File: src/rtl/rr_arb_mux_if.sv
// Handshake bundle for rr_arb_mux: per-channel valid/ready/data/last inputs and one registered output.
// The arbiter itself connects through the slave modport; producers/consumer use master.
interface rr_arb_mux_if #(
  parameter int WIDTH    = 4,
  parameter int CHANNELS = 4
);
  localparam int SEL_W = $clog2(CHANNELS);

  logic [CHANNELS-1:0]       in_valid;
  logic [CHANNELS*WIDTH-1:0] in_data;
  logic [CHANNELS-1:0]       in_last;
  logic [CHANNELS-1:0]       in_ready;
  logic                      out_valid;
  logic [WIDTH-1:0]          out_data;
  logic [SEL_W-1:0]          out_sel;
  logic                      out_last;
  logic                      out_ready;

  modport master (
    output in_valid, in_data, in_last, out_ready,
    input  in_ready, out_valid, out_data, out_sel, out_last
  );

  modport slave (
    input  in_valid, in_data, in_last, out_ready,
    output in_ready, out_valid, out_data, out_sel, out_last
  );
endinterface

File: src/rtl/rr_arb_mux.sv
// Registered N-channel round-robin arbitrating mux, one beat per cycle, one cycle latency.
// Optional packet lock (hold the grant until in_last) is enabled by defining RR_ARB_MUX_LOCK_EN.
//
// Lock FSM (only with RR_ARB_MUX_LOCK_EN):
//   state     | meaning
//   st_open   | every valid channel competes round-robin from ptr
//   st_locked | only lock_ch is eligible until its in_last beat is accepted
module rr_arb_mux #(
  parameter int WIDTH    = 4,
  parameter int CHANNELS = 4
) (
  input logic         clk,
  input logic         rst,
  rr_arb_mux_if.slave bus
);
  localparam int SEL_W = $clog2(CHANNELS);
  localparam logic [SEL_W-1:0] last_ch = SEL_W'(CHANNELS - 1);
  localparam logic [SEL_W:0]   n_ch    = (SEL_W + 1)'(CHANNELS);

  logic [SEL_W-1:0]    ptr;
  logic [SEL_W-1:0]    ptr_nxt;
  logic [SEL_W-1:0]    grant;
  logic [SEL_W:0]      idx;
  logic [CHANNELS-1:0] elig;
  logic                found;
  logic                any_valid;
  logic                load;
  logic                fire;
  logic                ptr_adv;

  assign load      = !bus.out_valid || bus.out_ready;
  assign any_valid = |elig;
  assign fire      = load && any_valid;

`ifdef RR_ARB_MUX_LOCK_EN
  typedef enum logic {st_open, st_locked} lock_st_t;

  lock_st_t         state;
  lock_st_t         state_nxt;
  logic [SEL_W-1:0] lock_ch;
  logic [SEL_W-1:0] lock_ch_nxt;
  logic             lock;

  assign lock = (state == st_locked);

  always_ff @(posedge clk or posedge rst) begin
    if (rst) begin
      state   <= st_open;
      lock_ch <= '0;
    end else begin
      state   <= state_nxt;
      lock_ch <= lock_ch_nxt;
    end
  end

  always_comb begin
    elig = bus.in_valid;
    if (lock) elig = bus.in_valid & (CHANNELS'(1) << lock_ch);
  end

  always_comb begin
    state_nxt   = state;
    lock_ch_nxt = lock_ch;
    case (state)
      st_open: begin
        if (fire && !bus.in_last[grant]) begin
          state_nxt   = st_locked;
          lock_ch_nxt = grant;
        end
      end
      st_locked: begin
        if (fire && bus.in_last[grant]) state_nxt = st_open;
      end
      default: state_nxt = st_open;
    endcase
  end

  // while locked the pointer freezes; the releasing beat moves it past lock_ch
  assign ptr_adv = !lock || bus.in_last[grant];
`else
  assign elig    = bus.in_valid;
  assign ptr_adv = 1'b1;
`endif

  // circular search from ptr; explicit wrap keeps non-power-of-two channel counts correct
  always_comb begin
    grant = '0;
    found = 1'b0;
    idx   = '0;
    for (int k = 0; k < CHANNELS; k++) begin
      idx = {1'b0, ptr} + (SEL_W + 1)'(k);
      if (idx >= n_ch) idx = idx - n_ch;
      if (!found && elig[idx[SEL_W-1:0]]) begin
        found = 1'b1;
        grant = idx[SEL_W-1:0];
      end
    end
  end

  assign ptr_nxt = (grant == last_ch) ? '0 : grant + SEL_W'(1);

  always_comb begin
    bus.in_ready = '0;
    for (int i = 0; i < CHANNELS; i++) begin
      bus.in_ready[i] = !rst && fire && (grant == SEL_W'(i));
    end
  end

  always_ff @(posedge clk or posedge rst) begin
    if (rst) begin
      bus.out_valid <= 1'b0;
      bus.out_data  <= '0;
      bus.out_sel   <= '0;
      bus.out_last  <= 1'b0;
      ptr           <= '0;
    end else if (load) begin
      if (any_valid) begin
        bus.out_valid <= 1'b1;
        bus.out_data  <= bus.in_data[grant*WIDTH +: WIDTH];
        bus.out_sel   <= grant;
        bus.out_last  <= bus.in_last[grant];
        if (ptr_adv) ptr <= ptr_nxt;
      end else begin
        bus.out_valid <= 1'b0;
      end
    end
  end
endmodule
File: src/flat_wrapper.sv
// flat-port wrapper written by rule: the top's interface ports become plain ports
module rr_arb_mux_flat 
#(
  parameter int WIDTH    = 4,
  parameter int CHANNELS = 4
)
  (clk, rst, bus_in_valid, bus_in_data, bus_in_last, bus_out_ready, bus_in_ready, bus_out_valid, bus_out_data, bus_out_sel, bus_out_last);
  rr_arb_mux_if #(.WIDTH(WIDTH), .CHANNELS(CHANNELS)) bus_i ();
  input logic clk;
  input logic rst;
  input wire logic [$bits(bus_i.in_valid)-1:0] bus_in_valid;
  input wire logic [$bits(bus_i.in_data)-1:0] bus_in_data;
  input wire logic [$bits(bus_i.in_last)-1:0] bus_in_last;
  input wire logic [$bits(bus_i.out_ready)-1:0] bus_out_ready;
  output wire logic [$bits(bus_i.in_ready)-1:0] bus_in_ready;
  output wire logic [$bits(bus_i.out_valid)-1:0] bus_out_valid;
  output wire logic [$bits(bus_i.out_data)-1:0] bus_out_data;
  output wire logic [$bits(bus_i.out_sel)-1:0] bus_out_sel;
  output wire logic [$bits(bus_i.out_last)-1:0] bus_out_last;
  assign bus_i.in_valid = bus_in_valid;
  assign bus_i.in_data = bus_in_data;
  assign bus_i.in_last = bus_in_last;
  assign bus_i.out_ready = bus_out_ready;
  assign bus_in_ready = bus_i.in_ready;
  assign bus_out_valid = bus_i.out_valid;
  assign bus_out_data = bus_i.out_data;
  assign bus_out_sel = bus_i.out_sel;
  assign bus_out_last = bus_i.out_last;
  rr_arb_mux #(.WIDTH(WIDTH), .CHANNELS(CHANNELS)) u_core (.clk(clk), .rst(rst), .bus(bus_i));
endmodule
File: config.mk
export PLATFORM = sky130hd
export DESIGN_NAME = rr_arb_mux_flat
export DESIGN_NICKNAME = d
export VERILOG_FILES = /design/src/rtl/rr_arb_mux_if.sv /design/src/rtl/rr_arb_mux.sv /design/src/flat_wrapper.sv
export SDC_FILE = /design/constraint.sdc
export NUM_CORES = 1
export LEC_CHECK = 0
export CAP_MARGIN = 20
export CORE_AREA = 10 10 58 60
export CTS_CLUSTER_DIAMETER = 30
export DETAILED_ROUTE_END_ITERATION = 6
export DIE_AREA = 0 0 68 70
export GPL_ROUTABILITY_DRIVEN = 1
export MAX_ROUTING_LAYER = met4
export PLACE_DENSITY = 0.73
export SLEW_MARGIN = 30
export SYNTH_ARGS = -nofsm -noshare
export SYNTH_HDL_FRONTEND = slang
export SYNTH_SLANG_ARGS = --single-unit
File: constraint.sdc
create_clock -name clk -period 1.55 [get_ports clk]
set_input_delay 0.155 -clock clk [delete_from_list [all_inputs] [get_ports clk]]
set_output_delay 0.155 -clock clk [all_outputs]
set_load 0.005 [all_outputs]
-- Word level (Yosys, flattened, before mapping)
Index checks and enable logic that the tools add are counted.
- multiply operators: 0
- bitwise gates (word level): 0
- add/subtract/negate cells: 8
- equal/unequal tests: 3
- reduce and logical (&&, ||, !) cells: 18
- order comparisons: 9
- divide/modulo/power cells: 0
- shift operators: 1
- multiplexer cells: 23
- operators with widths (kind ; number):
    $mux 2 ; 9
    $shiftx 16x5->4 ; 1
    $lt 2x3->1 const B ; 5
    $bmux 1 s2 ; 5
    $ge 3x3->1 const B ; 3
    $logic_and 1x1->1 ; 9
    $mux 1 ; 9
    $sub 2x1->2 const B ; 4
    $add 2x2->3 const B ; 2
    $logic_not 1->1 ; 5
    $eq 2x2->1 const B ; 2
    $reduce_or 4->1 ; 1
    $add 2x1->3 const B ; 1
    $ge 2x3->1 const B ; 1
    $add 2x1->2 const B ; 1
    $eq 2x1->1 const B ; 1
    $logic_not 2->1 ; 1
    $reduce_and 2->1 ; 1
    $logic_or 1x1->1 ; 1
- memories: 0
- memory bits (read-only): 0
- latch bits: 0
- register bits after elaboration: 10
- memory bits (writable): 0
- input bits: 27

-- Longest topological paths before layout
Gate-level depths: netlist (run 1).
- depth after elaboration: 16
- mapped depth: 7
- mapped depth without buffers: 6

-- Worst setup path after synthesis (run 1)
Ideal clock, no wire load.
- path type: register to register
- from: register u_core.ptr[1]
- to: register u_core.bus.out_data[0]
- period minus slack after synthesis: 1.652 ns
- cell stages (with the launch flop): 8
- data arrival time: 1.502 ns
- slack: -0.102 ns
- library setup time: 0.149 ns
- cells stage by stage: dfrtp_1 mux2i_1 nor2_1 nor3_2 inv_2 buf_6 a2111oi_0 a221oi_1
- longest elaborated chain between the ends: 15
- elaborated cells between the ends (all ways): 37
- ends and longest elaborated chain (element ; line ; source):
    start, declared ; rr_arb_mux.sv:20 ; logic [SEL_W-1:0] ptr;
    start signal, assigned ; rr_arb_mux.sv:122 ; if (ptr_adv) ptr <= ptr_nxt;
    branches (longest 13 deep; another with $add 2x1->3) ; -- ;
    $mux 2 (*) ; rr_arb_mux.sv:93 ; if (!found && elig[idx[SEL_W-1:0]]) begin
    $shiftx 16x5->4 (*) ; rr_arb_mux.sv:119 ; bus.out_data <= bus.in_data[grant*WIDTH +: WIDTH];
    end signal, assigned ; rr_arb_mux.sv:119 ;
    end, declared ; rr_arb_mux_if.sv:26 ; output in_ready, out_valid, out_data, out_sel, out_last
Every way passes the cells marked *. The select of a mux whose other input is x is not followed.
A chain may end at the register's enable or synchronous reset.

-- Worst setup path in the final report (run 1)
- from: register u_core.ptr[1]
- to: output port bus_in_ready[2]
- longest elaborated chain between the ends: 16
- elaborated cells between the ends (all ways): 38
- ends and longest elaborated chain (element ; line ; source):
    branches (longest 13 deep; another with $add 2x1->3) ; -- ;
    $mux 2 (*) ; rr_arb_mux.sv:93 ;
    $eq 2x2->1 (*) ; rr_arb_mux.sv:105 ; bus.in_ready[i] = !rst && fire && (grant == SEL_W'(i));
    $logic_and 1x1->1 (*) ; rr_arb_mux.sv:105 ;
    end, declared ; flat_wrapper.sv:15 ; output wire logic [$bits(bus_i.in_ready)-1:0] bus_in_ready;
Marked as above.

==> results.json, run 1 <==
{
  "drive_gt1_share_pct": 50.0,
  "yosysSeqAreaShare_pct": 33.3,
  "setup_violations": 11,
  "synth.mux.area_fraction_pct": 7.99,
  "firstDrtPassIters": 4,
  "synth_fa_ha_area_share_pct": 1.66,
  "syn_area_sq_um": 752,
  "cts_tree": "done",
  "cp-start-kind": "flop",
  "root_buffer": "clkbuf_4",
  "finalWeightedCongestion": 0.838,
  "fin_tns_setup_ps": -2460,
  "status": "finished, violations left",
  "syn_inst": 76,
  "crit_fanout": 5,
  "required_ps": 1390,
  "dpl.cell_count": 158,
  "layout_min_cycle_time_ps": 1890,
  "io_pins": 39,
  "vias_per_cell": 5.12,
  "die_h_um": 70,
  "dominantRegCellSynth": "dfrtp_1",
  "reg2regPathDepth": 8,
  "post_drt_wl_per_cell_um": 17.9,
  "holdBufCountCts": 0,
  "start_util_pct": 32.1,
  "p_total_w": 0.00178,
  "clock_sinks": 10,
  "syn_to_final_growth_pct": 110,
  "fin_nets": 169,
  "cap_viol_max_count": 0,
  "fin_util_pct": 67.6,
  "portBuffers": 38,
  "rows": 18,
  "violations": "negative setup slack",
  "rsz0062_at_grt": "yes",
  "routed_wl_um": 3040,
  "cp_slowest_stage_delay_ps": 410,
  "track_usage_pct": 12.1,
  "drc": 0,
  "critPathSlowestCell": "dfrtp_2",
  "ys_types": 34,
  "clk_pin_slew_ps": 70,
  "end_kind": "output port",
  "cts_made_buffers": 3,
  "synth_top_family_by_area": "compound AO/OA/AOI/OAI gates",
  "async_flop_share_pct": 100,
  "ys_warn_count": 0,
  "h-tree-depth": 1,
  "synth-xor-area-share_pct": 0,
  "dpl.hpwl_um": 2060,
  "grt_max_degree": 15,
  "power.density_nw_per_um2": 1120,
  "tightest_slew_ps": 377,
  "crit_chain": "nand2_2, a221o_1, and2_4, ha_4, nor3b_2, buf_2",
  "synth-edff-count": 0,
  "synth_compound_area_share_pct": 27.1,
  "finalHoldViolCount": 0,
  "syn_area_per_cell_sq_um": 9.89,
  "die-area_sq_um": 4760,
  "worst_slew_margin_rel_pct": 74.7,
  "maxSlewViolCount": 0,
  "synthSimpleGateAreaFrac_pct": 24.0,
  "synthesis.nets": 104,
  "grt_pass1_wl_um": 4520,
  "grt_overflow": 0,
  "fmax_ghz": 0.528,
  "cts_max_path_buffers": 2,
  "hold_path_class": "in2async",
  "ys_seq_elements": 10,
  "fin_ws_ps": -345,
  "num_vias": 871,
  "p_leak_nw": 0.678,
  "peakVddDrop_mv": 0.715,
  "clock_latency_ps": 270,
  "ant_nets": 0,
  "antenna_found_initial": 0,
  "crit_type": "reg2out",
  "drt_iter0_drc": 36,
  "fin_crit_sh_pct": 122,
  "n_antenna_cell": 0,
  "skew_ps": 1.25,
  "die_w_um": 68,
  "core_area_sq_um": 2340,
  "critical_path_arrival_ps": 1740,
  "first_global_vias": 967,
  "instances_no_fill": 170
}
[metrics by stage]
stage | setup slack, ps | cell area [sq um] | hold WS [ps]
after floorplan | -50.6 | 757 | -4.82
after global placement | -637 | 1280 | 467
after detailed placement | -668 | 1280 | 476
after CTS | -376 | 1410 | 305
after global routing | -394 | 1580 | 408
final | -345 | 1580 | 356
[synth_stat cells (2+ instances only)]
master     instances  area share (%)
a21bo_2            3             4.0
buf_6              2             3.0
o211ai_2           2             3.3
nand2_1            6             3.0
or2_2              2             1.7
a2111oi_0          2             2.3
a221oi_1           2             2.3
nor2b_1            2             1.7
a21oi_1            2             1.3
o31ai_1            3             3.0
nand2b_1           2             1.7
nor4_1             3             2.5
dfrtp_1           10              33
mux2i_1            6             8.0
a21o_1             2             2.0
inv_1              4             2.0
and4_1             2             2.3
nand4_1            3             2.5
nor2_1             3             1.5
[power by group]
group	internal, W	switching (W)
Sequential	0.000348	0.0000669
Clock	0.000143	0.0000939
Combinational	0.000659	0.000466
Total	0.00115	0.000627
[worst max-delay path, delay by kind of cell (launching register included)]
kind | cells | cell delay [ps]
compound gates | 1 | 350
buf+inv | 1 | 130
flops | 1 | 410
simple gates | 3 | 430
fa+ha+maj | 1 | 150
[logic make-up after synthesis]
logic type	Yosys count
multiplexers	6
flip-flops	10
adder cells (fa/ha/maj)	1
AO/OA/AOI/OAI	22
AND/OR/NAND/NOR	29
buffers and inverters	8
[state kept, by name, summed over array words and instances, names as in the netlist]
register / flops
u_core.bus.out_valid: 1
u_core.bus.out_sel: 2
u_core.bus.out_data: 4
u_core.ptr: 2
u_core.bus.out_last: 1
[layer usage]
layer  GRT usage, %  vias to the layer above  part of all wire [%]
met2           18.6                       35                    50
met3           3.83                        4                   7.0
met1           15.0                      412                    42
li1               -                      420                     -
met5              -                        -                     0
met4           2.68                        0                   1.0
[what timing repair did]
item | 4_1_cts | 5_1_grt
setup buffers | 4 | 7
cloned | 0 | 0
pin swaps | 8 | 14
resized for setup | 35 | 30
setup endpoints to repair | 13 | 13
[cell type report]
class	instances	area, sq um
fill	187	759
clock buffer	4	36.3
sequential	10	251
timing repair buffer	63	582
inverter	5	18.8
tap	30	37.5
multi-input combinational	58	657
[path summary, 6_finish.rpt]
| check | start | end | slack (ps) |
|---|---|---|---|
| max | u_core.ptr[1]$_DFFE_PP0N_ | bus_in_ready[2] | -340 |
| min | rst | u_core.bus.out_sel[0]$_DFFE_PP0N_ | 360 |
| max reg2reg | u_core.ptr[1]$_DFFE_PP0N_ | u_core.bus.out_data[0]$_DFFE_PP0N_ | -310 |
| min reg2reg | u_core.bus.out_sel[1]$_DFFE_PP0N_ | u_core.bus.out_sel[1]$_DFFE_PP0N_ | 490 |
| max in group asynchronous | rst | u_core.ptr[1]$_DFFE_PP0N_ | 900 |
| min in group clk | bus_in_valid[0] | u_core.bus.out_valid$_DFFE_PP0P_ | 400 |
[layout by cell type, fill, tap and decap left out, types with 3 or more instances in the layout]
master / count
dfrtp_1: 9
nand2_1: 5
mux2i_2: 3
nand4_1: 3
clkdlybuf4s50_1: 30
dlymetal6s2s_1: 3
buf_2: 4
a21bo_2: 3
buf_6: 4
clkbuf_4: 3
buf_4: 20
o31ai_4: 3
inv_1: 4
Note: power is estimated with default switching activity, not from simulation.
==> inputs of run 2 (changes only) <==
--- a/config.mk
+++ b/config.mk
@@ -5,14 +5,15 @@
 export SDC_FILE = /design/constraint.sdc
 export NUM_CORES = 1
 export LEC_CHECK = 0
-export CAP_MARGIN = 20
-export CORE_AREA = 10 10 58 60
+export CAP_MARGIN = 0
+export CORE_AREA = 2 2 50 52
 export CTS_CLUSTER_DIAMETER = 30
 export DETAILED_ROUTE_END_ITERATION = 6
-export DIE_AREA = 0 0 68 70
+export DIE_AREA = 0 0 52 54
 export GPL_ROUTABILITY_DRIVEN = 1
 export MAX_ROUTING_LAYER = met4
 export PLACE_DENSITY = 0.73
+export SETUP_SLACK_MARGIN = 0.3
 export SLEW_MARGIN = 30
 export SYNTH_ARGS = -nofsm -noshare
 export SYNTH_HDL_FRONTEND = slang
==> run 2 against run 1 <==
  * The flow still finishes with violations (negative setup slack)
  * Maximum frequency up 2.5%
  * Non-clock buffer count increased by 5
  * Core utilization shrank 1.4 points
  * Sequential power decreased by 3%
  * Worst setup slack better by 47 ps
  * Clock power about the same
  * Die area is 41% lower
  * Register-to-register slack improved by 110 ps
  * Flip-flop and latch count did not move
  * Worst hold slack got worse by 20 ps
  * Final cell count grew 2.9%
  * Global-route usage is 10 points higher
  * Critical path type unchanged
==> results.json, run 2 (synthesized netlist as in run 1, its figures left out) <==
{
  "status": "finished, violations left",
  "violations": "negative setup slack",
  "cts_made_buffers": 3,
  "end_kind": "output port",
  "track_usage_pct": 22.3,
  "die_w_um": 52,
  "rsz0062_at_grt": "yes",
  "whs_ps": 336,
  "fin_nets": 174,
  "ant_nets": 0,
  "firstDrtPassIters": 4,
  "rows": 18,
  "grt_pass1_wl_um": 4350,
  "syn_to_final_growth_pct": 104,
  "portBuffers": 38,
  "crit_fanout": 4,
  "dpl.hpwl_um": 1890,
  "dpl.cell_count": 161,
  "crit_chain": "nand2b_4, a21oi_4, nor3_4, inv_2, ha_4, nor3b_4, buf_2",
  "hold_path_class": "in2reg",
  "finalHoldViolCount": 0,
  "core_area_sq_um": 2320,
  "die_h_um": 54,
  "drive_gt1_share_pct": 49.7,
  "root_buffer": "clkbuf_4",
  "largest_reg_flops": 4,
  "post_drt_wl_per_cell_um": 15.1,
  "die-area_sq_um": 2810,
  "io_pins": 39,
  "drt_iter0_drc": 8,
  "drc": 0,
  "final_cell_mix": "buf_4 (26), clkdlybuf4s50_1 (22), dlygate4sd2_1 (10)",
  "cts_tree": "done",
  "clock_latency_ps": 260,
  "grt_overflow": 0,
  "power.density_nw_per_um2": 1060,
  "layout_commonest_cell": "buf_4",
  "finalWeightedCongestion": 0.830,
  "h-tree-depth": 1,
  "crit_buf_inv": 2,
  "cap_viol_max_count": 0,
  "n_antenna_cell": 0,
  "worst_slew_margin_rel_pct": 73.2,
  "maxSlewViolCount": 0,
  "layout_min_cycle_time_ps": 1850,
  "grt_max_degree": 11,
  "cp_slowest_stage_delay_ps": 440,
  "regMostFlops": "u_core.bus.out_data",
  "skew_ps": 0.653,
  "antenna_found_initial": 0,
  "clk_pin_slew_ps": 70,
  "required_ps": 1390,
  "top_regs": "u_core.bus.out_data (4), u_core.bus.out_sel (2), u_core.ptr (2)",
  "r2r_setup_slack_ps": -200,
  "peakVddDrop_mv": 0.915,
  "p_leak_nw": 0.690,
  "cts_max_path_buffers": 2,
  "fin_ws_ps": -298,
  "tightest_slew_ps": 402,
  "cp-start-kind": "flop",
  "holdBufCountCts": 0,
  "cp_top_family": "flip-flops",
  "setup_violations": 10,
  "fin_crit_sh_pct": 119,
  "vias_per_cell": 5.06,
  "num_vias": 886,
  "place_ws_ps": -686,
  "first_global_vias": 947,
  "clock_sinks": 10,
  "critPathSlowestCell": "dfrtp_2",
  "routed_wl_um": 2650,
  "start_util_pct": 32.4,
  "instances_no_fill": 175,
  "critical_path_arrival_ps": 1690,
  "crit_type": "reg2out",
  "fmax_ghz": 0.541
}
run 2: changes by cell type in the layout (fill, tap and decap cells not counted), sizes merged:
cell           delta
buf               +5
clkbuf            +2
clkdlybuf4s50     -8
dlygate4sd2       +9
dlymetal6s2s      -3
run 2: through the flow:
step	total power (W)	area, sq um	utilization [%]	setup TNS (ps)
after floorplan	0.000822	788	-	0
after global placement	0.00122	1330	57.3	-6200
after detailed placement	0.00123	1330	57.3	-6380
after CTS	0.00156	1490	64.2	-2350
after global routing	0.00174	1530	66.1	-2800
final	0.00163	1530	66.1	-1760
run 2: routing by layer:
| layer | global-route usage, % | routed length [um] |
|---|---|---|
| met1 | 23.8 | 1060 |
| met2 | 40.7 | 1340 |
| met3 | 1.67 | 132 |
| met4 | 12.7 | 115 |
| met5 | - | 0 |
run 2: final cells by class:
cell class,instances,area [sq um]
clock buffers,4,36.3
fillers,196,786
repair buffers,68,578
well taps,30,37.5
multi-input cells,58,612
flip-flops and latches,10,251
inverters,5,18.8
run 2: final timing paths:
check,start,to,cells past startpoint
max,u_core.ptr[1]$_DFFE_PP0N_,bus_in_ready[2],7
min,bus_in_valid[0],u_core.bus.out_valid$_DFFE_PP0P_,4
max reg2reg,u_core.ptr[1]$_DFFE_PP0N_,u_core.bus.out_data[1]$_DFFE_PP0N_,8
min reg2reg,u_core.bus.out_last$_DFFE_PP0N_,u_core.bus.out_last$_DFFE_PP0N_,2
max in group asynchronous,rst,u_core.ptr[1]$_DFFE_PP0N_,3
min in group asynchronous,rst,u_core.bus.out_sel[0]$_DFFE_PP0N_,3
run 2: tightest hold or removal path, delay by kind of cell:
kind / cells / cell delay (ps)
buf+inv: 2 / 270
simple gates: 2 / 130
run 2: repair_timing:
action                                  CTS  global route
pin swaps                                 9             4
buffers inserted                         10             0
cloned                                    0             0
endpoints found under the setup margin   21            13
resized for setup                        40            17
run 2: where the power goes:
group | leakage, nW | switching [W] | internal (W)
combinational | 0.554 | 0.000425 | 0.000567
sequential | 0.115 | 0.0000568 | 0.000348
clock | 0.0210 | 0.0000916 | 0.000143
